### src/rtl/fill_1x2.sv
// Horizontal 1:2 pixel restorer: turns alternate-slot de_i into a contiguous de_o run.
// Optional macro FILL_AVG_EN: interpolate the second slot (latency 4 instead of 2).
module fill_1x2 #(
  parameter int DW = 8
) (
  input  logic          clock,
  input  logic          reset_n,
  input  logic          vs_i,
  input  logic          hs_i,
  input  logic          de_i,
  input  logic [DW-1:0] rgb_r_i,
  input  logic [DW-1:0] rgb_g_i,
  input  logic [DW-1:0] rgb_b_i,
  input  logic [7:0]    image_mode_i,
  output logic          vs_o,
  output logic          hs_o,
  output logic          de_o,
  output logic [DW-1:0] rgb_r_o,
  output logic [DW-1:0] rgb_g_o,
  output logic [DW-1:0] rgb_b_o,
  output logic          fill_err_o
);

  localparam int PW = 3 * DW;

  typedef enum logic [0:0] {
    IDLE = 1'b0,
    DUP  = 1'b1
  } state_t;

  logic          vs0_q, hs0_q, de0_q, mode_q;
  logic [PW-1:0] pix0_q;
  logic          vs_f_s, hs_f_s, de_f_s, mode_f_s;
  logic [PW-1:0] pix_f_s, second_s;
  state_t        state_q, state_d;
  logic [PW-1:0] hold_q, hold_d;
  logic          vs_out_q, hs_out_q, de_out_q, de_out_d, err_q, err_d;
  logic [PW-1:0] pix_out_q, pix_out_d;
  logic          mode_unused_s;

  assign mode_unused_s = ^image_mode_i[7:1];

  // Input stage and per-frame mode latch on the vs_i rising edge
  always_ff @(posedge clock or negedge reset_n) begin
    if (!reset_n) begin
      vs0_q  <= 1'b0;
      hs0_q  <= 1'b0;
      de0_q  <= 1'b0;
      pix0_q <= {PW{1'b0}};
      mode_q <= 1'b0;
    end else begin
      vs0_q  <= vs_i;
      hs0_q  <= hs_i;
      de0_q  <= de_i;
      pix0_q <= {rgb_r_i, rgb_g_i, rgb_b_i};
      if (vs_i && !vs0_q) begin
        mode_q <= image_mode_i[0];
      end else begin
        mode_q <= mode_q;
      end
    end
  end

`ifdef FILL_AVG_EN
  logic          vs1_q, hs1_q, de1_q, mode1_q;
  logic          vs2_q, hs2_q, de2_q, mode2_q;
  logic [PW-1:0] pix1_q, pix2_q;

  function automatic logic [PW-1:0] avg_pix(input logic [PW-1:0] a, input logic [PW-1:0] b);
    logic [PW-1:0] res;
    logic [DW:0]   sum;
    res = {PW{1'b0}};
    for (int c = 0; c < 3; c++) begin
      sum = {1'b0, a[c*DW +: DW]} + {1'b0, b[c*DW +: DW]} + {{DW{1'b0}}, 1'b1};
      res[c*DW +: DW] = sum[DW:1];
    end
    return res;
  endfunction

  // Two extra stages; stage 1 serves as one-slot look-ahead for the fill stage
  always_ff @(posedge clock or negedge reset_n) begin
    if (!reset_n) begin
      {vs1_q, hs1_q, de1_q, mode1_q} <= 4'b0000;
      {vs2_q, hs2_q, de2_q, mode2_q} <= 4'b0000;
      pix1_q <= {PW{1'b0}};
      pix2_q <= {PW{1'b0}};
    end else begin
      {vs1_q, hs1_q, de1_q, mode1_q} <= {vs0_q, hs0_q, de0_q, mode_q};
      {vs2_q, hs2_q, de2_q, mode2_q} <= {vs1_q, hs1_q, de1_q, mode1_q};
      pix1_q <= pix0_q;
      pix2_q <= pix1_q;
    end
  end

  assign {vs_f_s, hs_f_s, de_f_s, mode_f_s} = {vs2_q, hs2_q, de2_q, mode2_q};
  assign pix_f_s  = pix2_q;
  assign second_s = de1_q ? avg_pix(hold_q, pix1_q) : hold_q;
`else
  assign {vs_f_s, hs_f_s, de_f_s, mode_f_s} = {vs0_q, hs0_q, de0_q, mode_q};
  assign pix_f_s  = pix0_q;
  assign second_s = hold_q;
`endif

  // Fill FSM next state and output-stage data
  always_comb begin
    state_d   = state_q;
    hold_d    = hold_q;
    de_out_d  = 1'b0;
    pix_out_d = pix_out_q;
    err_d     = 1'b0;
    if (!mode_f_s) begin
      state_d   = IDLE;
      de_out_d  = de_f_s;
      pix_out_d = pix_f_s;
    end else begin
      case (state_q)
        IDLE: begin
          if (de_f_s) begin
            de_out_d  = 1'b1;
            pix_out_d = pix_f_s;
            hold_d    = pix_f_s;
            state_d   = DUP;
          end else begin
            de_out_d  = 1'b0;
          end
        end
        DUP: begin
          if (de_f_s) begin
            // back-to-back kept pixels: newest wins, flag the malformed line
            de_out_d  = 1'b1;
            pix_out_d = pix_f_s;
            hold_d    = pix_f_s;
            err_d     = 1'b1;
            state_d   = DUP;
          end else begin
            de_out_d  = 1'b1;
            pix_out_d = second_s;
            state_d   = IDLE;
          end
        end
        default: begin
          state_d = IDLE;
        end
      endcase
    end
  end

  // FSM, hold and registered output stage
  always_ff @(posedge clock or negedge reset_n) begin
    if (!reset_n) begin
      state_q   <= IDLE;
      hold_q    <= {PW{1'b0}};
      vs_out_q  <= 1'b0;
      hs_out_q  <= 1'b0;
      de_out_q  <= 1'b0;
      err_q     <= 1'b0;
      pix_out_q <= {PW{1'b0}};
    end else begin
      state_q   <= state_d;
      hold_q    <= hold_d;
      vs_out_q  <= vs_f_s;
      hs_out_q  <= hs_f_s;
      de_out_q  <= de_out_d;
      err_q     <= err_d;
      pix_out_q <= pix_out_d;
    end
  end

  assign vs_o       = vs_out_q;
  assign hs_o       = hs_out_q;
  assign de_o       = de_out_q;
  assign fill_err_o = err_q;
  assign rgb_r_o    = pix_out_q[3*DW-1:2*DW];
  assign rgb_g_o    = pix_out_q[2*DW-1:DW];
  assign rgb_b_o    = pix_out_q[DW-1:0];

endmodule

### config.mk
export PLATFORM = sky130hd
export DESIGN_NAME = fill_1x2
export DESIGN_NICKNAME = d
export VERILOG_FILES = /design/src/rtl/fill_1x2.sv
export SDC_FILE = /design/constraint.sdc
export NUM_CORES = 1
export LEC_CHECK = 0
export BUFFER_PORTS_ARGS = -buffer_cell sky130_fd_sc_hd__buf_4
export CAP_MARGIN = 10
export CORE_ASPECT_RATIO = 2
export CORE_UTILIZATION = 40
export DETAILED_ROUTE_END_ITERATION = 10
export GPL_TIMING_DRIVEN = 0
export PLACE_DENSITY_LB_ADDON = 0.1
export SLEW_MARGIN = 0
export SYNTH_ARGS = -nofsm -noshare
export SYNTH_HDL_FRONTEND = slang
export SYNTH_SLANG_ARGS = --single-unit
### constraint.sdc
create_clock -name clock -period 3.55 [get_ports clock]
set_clock_uncertainty 0.2 [all_clocks]
set_input_delay 0 -clock clock [delete_from_list [all_inputs] [get_ports clock]]
set_output_delay 0 -clock clock [all_outputs]
set_load 0.005 [all_outputs]
==> qor.csv, run 1 <==
metric,value,unit
setup bufs post-CTS,0,
CTS resizes,0,
share of power burned in registers,43.9,%
initial antenna violation count,0,
Max Buffers Root-to-Sink,2,
Synth top area share,65.0,%
largest family of logic cells by synthesized area,multiplexers,
final instance area,4280,um2
Starting Density,41.3,%
Final Setup Violations,0,
IO buf count,57,
FF-to-FF End,hold_q[10],
status,"complete, no violations",
Worst-Margin Slew,1.00,ns
NumNets Final,302,
WS Path Type,flop to flop,
Die Ht,127,um
worst flop-to-flop path startpoint,mode_f_s,
adder and majority gate portion of the synthesized area,0,%
Synthesized Nets,205,
switching power,0.543,mW
min Tclk post-route,1.58,ns
Placeable Area,7540,um2
number of I/O pins,65,
Reg2Reg Depth,3,
mux share of post-synthesis cell area,30.7,%
DIE AREA,8170,um2
CP Capture Point,hold_q[10],
Max VDD drop,344,uV
Synth Area in Compound Gates,0.241,%
Worst Setup SP,mode_f_s,
Layout Utilization,56.8,%
"CP delay by family, top",flip-flops,
H-tree Lvls,3,
Clock transition at path regs,0.06,ns
P_int,1.99,mW
Placer Congestion,0.644,
endpoints failing hold,0,
Tightest Hold Check Type,primary input to flop,
Mean Syn Cell Area,18.6,um2
share of layout cells above drive strength 1,57.8,%
crit path DAT,1.59,ns
dpl cells,319,
largest fanout on the critical path,10,
Synth area leaders,"dfrtp_1 65%, mux2_4 17%, mux2_2 13%, buf_6 1.4%, buf_12 1.3%",
largest net degree at the start of global routing,82,
warnings from Yosys,0,
diodes inserted,0,
Synth Register Bits,81,
Lkg Pwr,2.00,nW
HPWL after detailed placement,3.29,mm
gate count of the mapped netlist,168,
dpl cell area,3660,um2
Std-Cell Rows,45,
TNS Setup,0,ns
via count,1687,
clk sinks,81,
Netlist cell types,12,
Clk pwr share,39.4,%
fin cells,364,
max_cap viols,0,
CTS root buf,clkbuf_16,
Antenna Nets Post-Route,0,
Critical Path RT,3.57,ns
vias per inst,4.63,
Crit path largest cell delay,0.42,ns
Switching Share,21.4,%
xor-xnor portion of the synthesized cell area,0,%
WL/cell,14.4,um
Reg2Reg Setup Slack,1.97,ns
Fmax,634,MHz
drt pass-1 iters,2,
total gr overflow,0,
cells along the critical path,"nand2_2, buf_2, mux2_2",
crit end category,flop,
"Cell Area, Synth",3120,um2
global-route wire length before repair,8.71,mm
RSZ-0062 raised after global routing,no,
power per cell area,592,nW/um2
CTS Buf Count,9,
routed wire length,5.25,mm
simple-gate share of the synthesized area,0.883,%
number of global-route vias before repair,1829,
sequential-to-total area share from yosys stat,65.0,%
leading area contributor after synthesis,dfrtp_1,
later-pin clock latency in the skew report,0.33,ns
Slew Limit Fails,0,
Initial DRC Count,72,
highest-delay cell along the critical path,dfrtp_1,
Total Routing Usage GR,14.5,%
Startpoint Class,flop,
die span in x,64.4,um
CTS tree,done,
drc violations,0,
Layout area overhead,37.4,%
Combinational Power Share,16.7,%
Worst Path Buf+Inv,1,
Slew HR,33.2,%
stages on the worst setup path,3,
post-route clock period utilization,44.4,%
## placed cells by master, fill, tap and decap left out
cell type	count
inv_1	1
clkinvlp_4	1
nor2b_1	1
clkbuf_8	2
and3_1	1
mux2_2	37
buf_12	2
clkbuf_16	9
dlygate4sd3_1	29
nor2b_2	1
dfrtp_1	81
buf_4	57
clkinv_2	2
buf_2	2
nand2_2	1
a21o_1	1
buf_6	4
bufinv_16	2
mux2_4	36
## repair_timing
| item | CTS | global route |
|---|---|---|
| endpoints found under the setup margin | 0 | 0 |
| hold buffers | 29 | 0 |
| hold endpoints to repair | 109 | 0 |
## stage by stage
stage,total power [mW],hold WS [ns],setup WS [ns]
floorplan,1.38,-0.496,2.06
global placement,1.52,-0.0906,1.96
detailed placement,1.54,-0.0895,1.94
CTS,2.57,0.101,1.93
global route,2.65,0.111,1.89
finish,2.54,0.117,1.97
## kinds of logic after synthesis
group,after synthesis
AOI/OAI and AO/OA,1
buffers and inverters,9
DFF,81
muxes,73
and+or+nand+nor,4
## registers in the layout (all words and copies together) (netlist names)
register,count
hold_q,24
pix0_q,24
pix_out_q,24
de0_q,1
de_o,1
fill_err_o,1
hs0_q,1
hs_o,1
mode_f_s,1
state_q,1
vs0_q,1
vs_o,1
## power groups by stage
stage / registers [mW] / clock network (mW) / logic, mW
6_report: 1.11 / 0.999 / 0.424
2_1_floorplan: 1.12 / 0 / 0.265
4_1_cts: 1.12 / 1.03 / 0.432
3_3_place_gp: 1.13 / 0 / 0.397
3_5_place_dp: 1.13 / 0 / 0.406
5_1_grt: 1.13 / 1.06 / 0.460
## metal layers
| layer | vias up | track usage [%] | share of wire, % |
|---|---|---|---|
| met4 | 0 | 8.24 | 2.5 |
| met2 | 42 | 23.5 | 51 |
| li1 | 773 | - | - |
| met5 | - | 0 | 0 |
| met1 | 862 | 16.7 | 42 |
| met3 | 10 | 4.59 | 4.6 |
## worst min-delay path by stage
stage / startpoint / endpoint / slack (ns) / cells after the start
2_1_floorplan: reset_n / de0_q / -0.50 / 0
3_3_place_gp: rgb_r_i[1] / pix0_q[17] / -0.09 / 1
3_5_place_dp: rgb_g_i[7] / pix0_q[15] / -0.09 / 1
4_1_cts: rgb_b_i[5] / pix0_q[5] / 0.10 / 2
5_1_grt: rgb_r_i[3] / pix0_q[19] / 0.11 / 2
6_report: hs_i / hs0_q / 0.12 / 2
## cells in the mapped netlist
library cell  number
buf_6              4
inv_1              1
a21o_1             1
buf_12             2
nand2_2            1
buf_2              2
mux2_4            36
dfrtp_1           81
nor2b_1            1
nor2b_2            1
mux2_2            37
and3_1             1
## layout make-up
class                   instances  area, um2
fillers                       617       3260
flip-flops and latches         81       2030
multi-input cells              78        992
repair buffers                 86        718
clock buffers                  11        253
well taps                      94        118
plain buffers                   8       95.1
clock inverters                 5       77.6
inverters                       1       3.75
Power figures use the tool's default switching activity.
==> run 2: changes to the inputs <==
clock period = 1.45 ns   (was 3.55 ns; I/O delays follow)
==> qor.csv, run 2 (synthesized netlist as in run 1, its figures left out) <==
metric,value,unit,change
status,"complete, but fails checks",,"was complete, no violations"
crit path DAT,1.54,ns,was 1.59 ns
Total Routing Usage GR,14.7,%,was 14.5%
"most common cell after layout, fill and taps aside",dfrtp_1,,unchanged
power per cell area,1380,nW/um2,was 592 nW/um2
Max VDD drop,912,uV,was 344 uV
Layout area overhead,43.1,%,was 37.4%
post-route clock period utilization,106,%,was 44.4%
fin cells,374,,was 364
HPWL after detailed placement,3.31,mm,was 3.29 mm
Slew HR,51.7,%,was 33.2%
Max Buffers Root-to-Sink,2,,unchanged
Initial DRC Count,59,,was 72
TNS Setup,-1.53,ns,was 0 ns
NumNets Final,313,,was 302
final worst slack,-0.0809,ns,was 1.97 ns
CTS tree,done,,unchanged
share of layout cells above drive strength 1,59.6,%,was 57.8%
Starting Density,41.3,%,unchanged
vias per inst,4.63,,about the same
Clock transition at path regs,0.06,ns,about the same
IO buf count,57,,unchanged
via count,1731,,was 1687
drc violations,0,,unchanged
initial antenna violation count,0,,unchanged
Layout Utilization,59.1,%,was 56.8%
DIE AREA,8170,um2,unchanged
Fmax,653,MHz,was 634 MHz
dpl cells,319,,unchanged
total gr overflow,0,,unchanged
Hold WS,0.0586,ns,was 0.117 ns
Die Ht,127,um,unchanged
Top Registers,"hold_q (24), pix0_q (24), pix_out_q (24)",,unchanged
die span in x,64.4,um,unchanged
drt pass-1 iters,4,,was 2
endpoints failing hold,0,,unchanged
Final Setup Violations,24,,was 0
Placer Congestion,0.634,,was 0.644
RSZ-0062 raised after global routing,yes,,was no
Critical Path RT,1.46,ns,was 3.57 ns
CTS Buf Count,9,,unchanged
most frequent cells in the layout,"79 x dfrtp_1, 63 x buf_4, 41 x mux2_4",,"was 81 x dfrtp_1, 57 x buf_4, 37 x mux2_2"
WL/cell,14.9,um,was 14.4 um
number of I/O pins,65,,unchanged
Startpoint Class,flop,,unchanged
Lkg Pwr,2.10,nW,was 2.00 nW
global-route wire length before repair,8.90,mm,was 8.71 mm
number of global-route vias before repair,1900,,was 1829
Reg2Reg Depth,4,,was 3
largest fanout on the critical path,10,,unchanged
crit end category,flop,,unchanged
Final Power,6.14,mW,was 2.54 mW
CTS root buf,clkbuf_16,,unchanged
clk sinks,81,,unchanged
routed wire length,5.56,mm,was 5.25 mm
WS Path Type,flop to flop,,unchanged
Slew Limit Fails,0,,unchanged
diodes inserted,0,,unchanged
Placeable Area,7540,um2,unchanged
Worst-Margin Slew,0.725,ns,was 1.00 ns
Tightest Hold Check Type,primary input to asynchronous set/reset pin,,was primary input to flop
max_cap viols,0,,unchanged
largest net degree at the start of global routing,82,,unchanged
later-pin clock latency in the skew report,0.33,ns,about the same
min Tclk post-route,1.53,ns,was 1.58 ns
Antenna Nets Post-Route,0,,unchanged
H-tree Lvls,3,,unchanged
failing checks,setup timing,,
Std-Cell Rows,45,,unchanged
[run 2: changes by cell type in the layout (fill, tap and decap cells not counted), moves of 3 or more]
cell / previous run / this run
buf_8: 0 / 3
buf_4: 57 / 63
mux2_2: 37 / 32
buf_12: 2 / 5
mux2_4: 36 / 41
[run 2: worst paths after layout]
check,slack (ns),to,startpoint
min,0.06,pix0_q[7],reset_n
min reg2reg,0.15,hs_o,hs0_q
max reg2reg,-0.08,pix_out_q[5],state_q
max,-0.08,pix_out_q[5],state_q
max in group asynchronous,0.45,de0_q,reset_n
min in group clock,0.12,pix0_q[14],rgb_g_i[6]
[run 2: timing repair]
| item | 4_1_cts | 5_1_grt |
|---|---|---|
| gates cloned | 0 | 2 |
| pin swaps | 0 | 1 |
| setup buffers | 4 | 5 |
| endpoints found under the hold margin | 109 | 0 |
| hold buffers | 29 | 0 |
| gates resized for setup | 6 | 15 |
| endpoints found under the setup margin | 39 | 43 |
[run 2: worst max-delay path, stage by stage (launching register included)]
cell     delay (ns)
dfrtp_1        0.37
buf_6          0.14
buf_12         0.15
mux2_4         0.30
mux2_4         0.26
[run 2: per-layer routing]
metal | track usage [%] | vias up | wire, um
met2 | 24.6 | 45 | 2990
met1 | 16.3 | 880 | 2250
met3 | 4.41 | 8 | 216
li1 | - | 798 | -
met4 | 8.24 | 0 | 101
met5 | 0 | - | 0
[run 2: power by group]
part	switching (mW)	internal (mW)	total (mW)
registers	0.164	2.57	2.73
clock network	0.823	1.41	2.23
logic	0.351	0.823	1.17
total	1.34	4.80	6.14
[run 2: area by class of cell]
class / count / area (um2)
fillers: 626 / 3080
inverters: 1 / 3.75
clock inverters: 3 / 40.0
multi-input cells: 78 / 1020
clock buffers: 12 / 256
repair buffers: 97 / 856
plain buffers: 8 / 136
flip-flops and latches: 81 / 2030
well taps: 94 / 118
[run 2: metrics by stage]
step                cell area [um2]  worst slack [ns]
finish                         4460           -0.0809
global route                   4460            -0.115
CTS                            4320           -0.0802
detailed placement             3670            -0.151
global placement               3670            -0.147
floorplan                      3120           -0.0357
==> run 3: changes to the inputs <==
==> constraint.sdc (replaced) <==
create_clock -name clock -period 1.45 [get_ports clock]
set_clock_uncertainty 0.2 [all_clocks]
set_input_delay 0.29 -clock clock [delete_from_list [all_inputs] [get_ports clock]]
set_output_delay 0.29 -clock clock [all_outputs]
set_load 0.005 [all_outputs]
==> qor.csv, run 3 (synthesized netlist as in run 1, its figures left out) <==
metric,value,unit,change
number of I/O pins,65,,unchanged
NumNets Final,312,,was 313
Top Registers,"hold_q (24), pix0_q (24), pix_out_q (24)",,unchanged
Std-Cell Rows,45,,unchanged
power per cell area,1380,nW/um2,about the same
failing checks,"hold timing, setup timing",,was setup timing
min Tclk post-route,1.53,ns,about the same
WS Path Type,flop to flop,,unchanged
Worst Path Buf+Inv,2,,unchanged
initial antenna violation count,0,,unchanged
via count,1730,,was 1731
Layout Utilization,58.9,%,was 59.1%
share of layout cells above drive strength 1,59.9,%,was 59.6%
dpl cell area,3670,um2,unchanged
crit path DAT,1.54,ns,about the same
"CP delay by family, top",multiplexers,,unchanged
Critical Path RT,1.46,ns,about the same
Slew HR,33.3,%,was 51.7%
most frequent cells in the layout,"79 x dfrtp_1, 64 x buf_4, 41 x mux2_4",,"was 79 x dfrtp_1, 63 x buf_4, 41 x mux2_4"
vias per inst,4.64,,was 4.63
CTS Buf Count,9,,unchanged
fill count,629,,was 626
H-tree Lvls,3,,unchanged
Hold WS,-0.0874,ns,was 0.0586 ns
highest-delay cell along the critical path,dfrtp_1,,unchanged
Startpoint Class,flop,,unchanged
Max Buffers Root-to-Sink,2,,unchanged
Max VDD drop,912,uV,about the same
drc violations,0,,unchanged
crit end category,flop,,unchanged
number of global-route vias before repair,1900,,unchanged
Antenna Nets Post-Route,0,,unchanged
Reg2Reg Depth,4,,unchanged
post-route clock period utilization,106,%,about the same
Critical Path Most Common Cell,mux2_4,,unchanged
DIE AREA,8170,um2,unchanged
Slew Limit Fails,0,,unchanged
diodes inserted,0,,unchanged
dpl cells,319,,unchanged
Lkg Pwr,2.09,nW,was 2.10 nW
Reg2Reg Setup Slack,-0.08,ns,about the same
"most common cell after layout, fill and taps aside",dfrtp_1,,unchanged
Tightest Hold Check Type,primary input to asynchronous set/reset pin,,unchanged
RSZ-0062 raised after global routing,yes,,unchanged
clk sinks,81,,unchanged
final worst slack,-0.0803,ns,was -0.0809 ns
fin cells,373,,was 374
later-pin clock latency in the skew report,0.33,ns,about the same
Worst-Margin Slew,1.00,ns,was 0.725 ns
HPWL after detailed placement,3.31,mm,unchanged
Fmax,653,MHz,about the same
worst flop-to-flop path startpoint,state_q,,unchanged
endpoints failing hold,81,,was 0
Placer Congestion,0.634,,unchanged
Starting Density,41.3,%,unchanged
WL/cell,14.9,um,about the same
largest fanout on the critical path,10,,unchanged
die span in x,64.4,um,unchanged
largest net degree at the start of global routing,82,,unchanged
total gr overflow,0,,unchanged
Crit path largest cell delay,0.37,ns,about the same
routed wire length,5.56,mm,about the same
Final Setup Violations,24,,unchanged
status,"complete, but fails checks",,unchanged
FF-to-FF End,pix_out_q[5],,unchanged
Placeable Area,7540,um2,unchanged
max_cap viols,0,,unchanged
CTS tree,done,,unchanged
Initial DRC Count,63,,was 59
CTS root buf,clkbuf_16,,unchanged
Die Ht,127,um,unchanged
final instance area,4450,um2,was 4460 um2
Layout area overhead,42.6,%,was 43.1%
IO buf count,57,,unchanged
cells along the critical path,"buf_6, buf_12, mux2_4, mux2_4",,unchanged
global-route wire length before repair,8.90,mm,unchanged
Clock transition at path regs,0.06,ns,about the same
drt pass-1 iters,4,,unchanged
Total Routing Usage GR,14.7,%,unchanged
==> run 3: cell types whose count changed in the layout (fill, tap and decap cells not counted) <==
cell	change
buf_4	+1
buf_6	-1
dlygate4sd3_1	-1
==> run 3: report_power, final <==
part / switching (mW) / internal (mW)
sequential: 0.164 / 2.57
clock: 0.824 / 1.41
combinational: 0.351 / 0.820
==> run 3: worst max-delay path by stage <==
stage,start,cells past startpoint,endpoint
floorplan,state_q,4,pix_out_q[10]
global route,state_q,4,pix_out_q[17]
CTS,state_q,4,pix_out_q[22]
detailed placement,mode_f_s,3,hold_q[22]
global placement,mode_f_s,3,hold_q[21]
finish,state_q,4,pix_out_q[5]
==> run 3: cell type report <==
class,instances,area (um2),area share (%)
well taps,94,118,2.64
inverters,1,3.75,0.0844
flip-flops and latches,81,2030,45.6
multi-input cells,78,1020,23.0
plain buffers,8,136,3.07
repair buffers,96,842,18.9
clock inverters,3,40.0,0.900
clock buffers,12,256,5.77
==> run 3: metrics by stage <==
step                      setup WS, ns  setup TNS, ns  total power, mW
after CTS                      -0.0802          -1.98             6.14
after global placement          -0.147          -4.30             3.74
after global routing            -0.115          -2.41             6.42
after floorplan                -0.0357         -0.605             3.39
after detailed placement        -0.151          -4.52             3.77
final                          -0.0803          -1.51             6.14
==> run 3: routing by layer <==
layer,GRT usage (%),vias up,share of wire [%]
met5,0,-,0
met4,8.24,0,1.8
met3,4.41,8,3.9
met2,24.6,45,54
met1,16.3,881,40
li1,-,796,-
==> run 3: what timing repair did <==
action / CTS / global route
hold buffers: 28 / 0
endpoints found under the setup margin: 39 / 43
endpoints found under the hold margin: 109 / 0
resized for setup: 6 / 14
pin swaps: 0 / 1
setup buffers: 4 / 5
cloned: 0 / 2
